File: src/rtl/alu_pkg.sv
// Shared definitions for the ALU arbiter: operation encodings, widths and the requester id type.
package alu_pkg;

  localparam int CTR_W  = 3;
  localparam int DATA_W = 32;

  typedef logic [CTR_W-1:0]  alu_ctr_t;
  typedef logic [DATA_W-1:0] alu_data_t;
  typedef logic              req_id_t;

  localparam alu_ctr_t ALU_ADD = 3'b000;
  localparam alu_ctr_t ALU_SUB = 3'b001;
  localparam alu_ctr_t ALU_OR  = 3'b010;
  localparam alu_ctr_t ALU_LUI = 3'b011;

  // Any encoding with the top bit set is not an ALU operation.
  function automatic logic is_illegal(alu_ctr_t ctr);
    return ctr[CTR_W-1];
  endfunction

endpackage

File: src/rtl/alu_arbiter_rr_arb2.sv
// Two-way round-robin grant logic; remembers the last winner so ties alternate.
module rr_arb2
  import alu_pkg::*;
(
  input  logic       clk,
  input  logic       reset,
  input  logic       flush_i,
  input  logic [1:0] valid_i,
  output logic [1:0] grant_o
);

  req_id_t lastGrant_q, lastGrant_d;

  // On a tie the requester that did not win last time goes first; flush blocks every grant.
  always_comb begin
    grant_o     = 2'b00;
    lastGrant_d = lastGrant_q;
    if (!flush_i) begin
      grant_o[0] = valid_i[0] && (!valid_i[1] || (lastGrant_q == 1'b1));
      grant_o[1] = valid_i[1] && (!valid_i[0] || (lastGrant_q == 1'b0));
    end
    if (grant_o[0]) lastGrant_d = 1'b0;
    if (grant_o[1]) lastGrant_d = 1'b1;
  end

  // Reset to 1 so requester 0 wins the first tie.
  always_ff @(posedge clk or negedge reset) begin
    if (!reset) lastGrant_q <= 1'b1;
    else        lastGrant_q <= lastGrant_d;
  end

endmodule

File: src/rtl/alu_arbiter.sv
// Shares one external combinational ALU between two requesters through an
// issue stage (drives the ALU) and a response stage (captures its output).
module alu_arbiter
  import alu_pkg::*;
(
  input  logic             clk,
  input  logic             reset,
  input  logic             flush,
  input  logic             req_valid_0,
  input  logic             req_valid_1,
  output logic             req_ready_0,
  output logic             req_ready_1,
  input  logic [2:0]       req_ctr_0,
  input  logic [2:0]       req_ctr_1,
  input  logic [31:0]      req_op1_0,
  input  logic [31:0]      req_op1_1,
  input  logic [31:0]      req_op2_0,
  input  logic [31:0]      req_op2_1,
  output logic [2:0]       alu_ctr,
  output logic [31:0]      alu_op1,
  output logic [31:0]      alu_op2,
  input  logic [31:0]      alu_result,
  input  logic             alu_zero,
  output logic             resp_valid_0,
  output logic             resp_valid_1,
  output logic [31:0]      resp_result,
  output logic             resp_zero,
  output logic             err_illegal
);

  logic [1:0] grant;
  logic       anyGrant;
  req_id_t    selId;
  alu_ctr_t   selCtr;
  alu_data_t  selOp1, selOp2;

  logic      s1V_q, s1V_d;
  req_id_t   s1Id_q, s1Id_d;
  alu_ctr_t  s1Ctr_q, s1Ctr_d;
  alu_data_t s1Op1_q, s1Op1_d, s1Op2_q, s1Op2_d;

  logic      s2V_q, s2V_d;
  req_id_t   s2Id_q;
  alu_data_t s2Result_q;
  logic      s2Zero_q;

  logic errIllegal_q, errIllegal_d;

  rr_arb2 u_arb (
    .clk     (clk),
    .reset   (reset),
    .flush_i (flush),
    .valid_i ({req_valid_1, req_valid_0}),
    .grant_o (grant)
  );

  assign req_ready_0 = grant[0];
  assign req_ready_1 = grant[1];
  assign anyGrant    = |grant;
  assign selId       = req_id_t'(grant[1]);
  assign selCtr      = grant[1] ? req_ctr_1 : req_ctr_0;
  assign selOp1      = grant[1] ? req_op1_1 : req_op1_0;
  assign selOp2      = grant[1] ? req_op2_1 : req_op2_0;

  // Issue stage loads only on a grant; its payload is ignored while s1V is low.
  always_comb begin
    s1V_d        = anyGrant;
    s1Id_d       = s1Id_q;
    s1Ctr_d      = s1Ctr_q;
    s1Op1_d      = s1Op1_q;
    s1Op2_d      = s1Op2_q;
    errIllegal_d = errIllegal_q;
    if (anyGrant) begin
      s1Id_d  = selId;
      s1Ctr_d = selCtr;
      s1Op1_d = selOp1;
      s1Op2_d = selOp2;
      if (is_illegal(selCtr)) errIllegal_d = 1'b1;
    end
  end

  assign s2V_d = s1V_q && !flush;

  always_ff @(posedge clk or negedge reset) begin
    if (!reset) begin
      s1V_q        <= 1'b0;
      s1Id_q       <= 1'b0;
      s1Ctr_q      <= ALU_ADD;
      s1Op1_q      <= '0;
      s1Op2_q      <= '0;
      s2V_q        <= 1'b0;
      s2Id_q       <= 1'b0;
      s2Result_q   <= '0;
      s2Zero_q     <= 1'b0;
      errIllegal_q <= 1'b0;
    end else begin
      s1V_q        <= s1V_d;
      s1Id_q       <= s1Id_d;
      s1Ctr_q      <= s1Ctr_d;
      s1Op1_q      <= s1Op1_d;
      s1Op2_q      <= s1Op2_d;
      s2V_q        <= s2V_d;
      s2Id_q       <= s1Id_q;
      s2Result_q   <= alu_result;
      s2Zero_q     <= alu_zero;
      errIllegal_q <= errIllegal_d;
    end
  end

  // An idle or illegal issue slot presents add 0+0, so an illegal op answers result 0, zero 1.
  always_comb begin
    alu_ctr = ALU_ADD;
    alu_op1 = '0;
    alu_op2 = '0;
    if (s1V_q && !is_illegal(s1Ctr_q)) begin
      alu_ctr = s1Ctr_q;
      alu_op1 = s1Op1_q;
      alu_op2 = s1Op2_q;
    end
  end

  assign resp_valid_0 = s2V_q && (s2Id_q == 1'b0);
  assign resp_valid_1 = s2V_q && (s2Id_q == 1'b1);
  assign resp_result  = s2Result_q;
  assign resp_zero    = s2Zero_q;
  assign err_illegal  = errIllegal_q;

endmodule

File: config.mk
export PLATFORM = sky130hd
export DESIGN_NAME = alu_arbiter
export DESIGN_NICKNAME = d
export VERILOG_FILES = /design/src/rtl/alu_pkg.sv /design/src/rtl/alu_arbiter_rr_arb2.sv /design/src/rtl/alu_arbiter.sv
export SDC_FILE = /design/constraint.sdc
export NUM_CORES = 1
export LEC_CHECK = 0
export ABC_AREA = 1
export CORE_MARGIN = 2
export CORE_UTILIZATION = 40
export CTS_CLUSTER_DIAMETER = 60
export DETAILED_ROUTE_END_ITERATION = 16
export GPL_TIMING_DRIVEN = 0
export PLACE_DENSITY = 0.84
export REMOVE_ABC_BUFFERS = 1
export SKIP_CTS_REPAIR_TIMING = 1
export SKIP_LAST_GASP = 1
export SYNTH_ARGS = -nofsm -noshare
export SYNTH_HDL_FRONTEND = slang
export SYNTH_SLANG_ARGS = --single-unit
File: constraint.sdc
create_clock -name clk -period 2.55 [get_ports clk]
set_clock_uncertainty 0.15 [all_clocks]
set_input_delay 0.51 -clock clk [delete_from_list [all_inputs] [get_ports clk]]
set_output_delay 0.51 -clock clk [all_outputs]
set_load 0.01 [all_outputs]
==> impl_metrics.toml <==
[place]
hpwlAfterDp_um = 11100
io_buffer_count = 275
gp_congestion = 0.768
postPlaceCellArea_um2 = 8020

[final_layout]
nets = 1142
antennaDiodeCount = 0
area_growth_pct = 64.1
multi_input_area_um2 = 2110
finish.instance_area_um2 = 8540
seq_area_um2 = 2660
drive_gt1_frac = 0.0492
fillers = 1058

[synth]
synth.area.top_cells = "dfrtp_1, nand2_1, nand4_1, inv_1, nor2_1"
synth_edf_count = 0
synthCells = 714
seq_area_frac_synth = 0.510
ys.flop_type = "dfrtp_1"
ys_seq_elements = 106
yosys.area.top_type = "dfrtp_1"
yosysMostFrequentCell = "nand2_1"
yosysUniqueCellTypes = 21
ys_async_sr_fraction = 1.00
syn_area_um2 = 5200
yosysTopAreaCellShare = 0.505
synthTopCellsByCount = "nand2_1, dfrtp_1, inv_1"
avgSynthCellArea_um2 = 7.29
ys_warn_count = 0

[route]
wirelength_um = 19300
drc_errors = 0
ant_nets = 0
firstDrtPassIters = 5
drt_iter0_markers = 271
via_per_inst = 4.87
wl_per_cell_um = 16.9
dr_total_vias = 5591

[flow_run]
drv_cap = 0

[cts]
clk_latency_ns = 0.34
cts.htree.levels = 3
cts_root_buf = "clkbuf_16"
cts_buffer_depth = 2
clkTransAtPathRegs_ns = 0.07
cts_buffers = 9
cts_tree = "done"
cts_sinks = 106

[status]
status = "finished, violations left"
violations = "setup timing"

[sta]
rsz0062_at_grt = "true"
worst_slew_pin_slew_ns = 1.02
fin_hold_ws_ns = 0.0575
slew_violations = 0
relSlewSlack = 0.321
fin_crit_ns = 2.60
layout_setup_ws_ns = -0.0478
fmax_mhz = 385
setup_violations = 32
period_share = 1.02
hold_violations = 0

[global_route]
grt_pass1_wl_um = 26200
overflow = 0
grt_util_all_layers = 0.235
grt_pass1_vias = 5411
grt_max_degree = 71
antenna_found_initial = 0

[floorplanning]
pin_count = 277
die_area_um2 = 13900
num_rows = 41
initial_core_util = 0.411
core_area_um2 = 12700
die_y_um = 118
die_x_um = 118

[critical_path]
critPathKind = "reg2out"
cp.required_ns = 1.89
critPathLaunchType = "register"
end_kind = "output port"
cp_data_arrival_time_ns = 1.94
cp_max_fo = 8

[power_and_ir_drop]
cellPowerDensity_nw_per_um2 = 533
ir_drop_mv = 0.435
p_leak_uw = 0.00427

[min_path]
hp-class = "in2async"
[area by class of cell]
cell class,instances,share of cell area
inverters,76,0.0346
clock buffers,10,0.0268
clock inverters,6,0.00864
flip-flops and latches,106,0.311
multi-input cells,490,0.247
repair buffers,286,0.346
well taps,172,0.0252
repair inverters,1,0.000586
[placed cells by master, fill, tap and decap left out, drive strengths merged]
master         instances
conb                   1
a21oi                  1
nand3                  4
buf                   11
nand4                 67
dfstp                  1
dlymetal6s2s           4
bufinv                 1
inv                   77
or2                    6
clkinv                 3
o21ai                  2
clkinvlp               2
nor2                  68
clkdlybuf4s50        269
nand2                341
dfrtp                105
clkbuf                12
[metal layers]
layer | global-route usage | vias up | wire, um
li1 | - | 2693 | -
met1 | 0.259 | 2618 | 7740
met2 | 0.419 | 244 | 9610
met3 | 0.0659 | 36 | 1400
met4 | 0.102 | 0 | 581
met5 | 0 | - | 0
[cell families after synthesis]
kind of cell           share of synthesized area
DFF                                        0.510
AOI/OAI and AO/OA                        0.00360
buffers and inverters                      0.107
other                                   0.000720
and+or+nand+nor                            0.379
[state kept, by name, summed over array words and instances, names as in the netlist]
signal,flops
s1Id_q,1
s2Id_q,1
s1Ctr_q,3
resp_zero,1
u_arb.lastGrant_q,1
err_illegal,1
s1Op1_q,32
s2V_q,1
s1V_q,1
resp_result,32
s1Op2_q,32
[through the flow]
step | util | setup TNS [ns] | cells | total power [uW] | worst slack [ns]
2_1_floorplan | - | -41.64 | 663 | 2410 | -0.671
6_report | 0.674 | -0.641 | 1147 | 4550 | -0.0478
3_5_place_dp | 0.633 | -133.24 | 1114 | 3080 | -2.04
3_3_place_gp | 0.623 | -716.91 | 1110 | 3040 | -5.24
4_1_cts | 0.657 | -133.27 | 1130 | 4500 | -2.04
5_1_grt | 0.674 | -3.17 | 1147 | 4780 | -0.111
[report_power, final]
part           internal (uW)  leakage (uW)  total [uW]  switching, uW
Combinational            588       0.00284        1180            590
Clock                    774      0.000141        1410            636
Sequential              1860       0.00128        1960           98.8
Total                   3220       0.00427        4550           1320
[worst max-delay path, cell delays in order, from the launching register on]
cell and delay (ns):
dfrtp_2 0.48, or2_2 0.44, nor2_1 0.12, clkdlybuf4s50_1 0.55
[worst paths after layout]
kind | startpoint | to | slack (ns) | cells after the start
max | s1Ctr_q[2] | alu_op1[3] | -0.05 | 3
min | reset | resp_result[19] | 0.06 | 1
max reg2reg | u_arb.lastGrant_q | s1Op2_q[20] | 0.32 | 6
min reg2reg | s1Id_q | s2Id_q | 0.23 | 0
max in group asynchronous | reset | s1Op1_q[9] | 1.48 | 2
min in group clk | s1Id_q | s2Id_q | 0.23 | 0
Note: power is estimated with default switching activity, not from simulation.
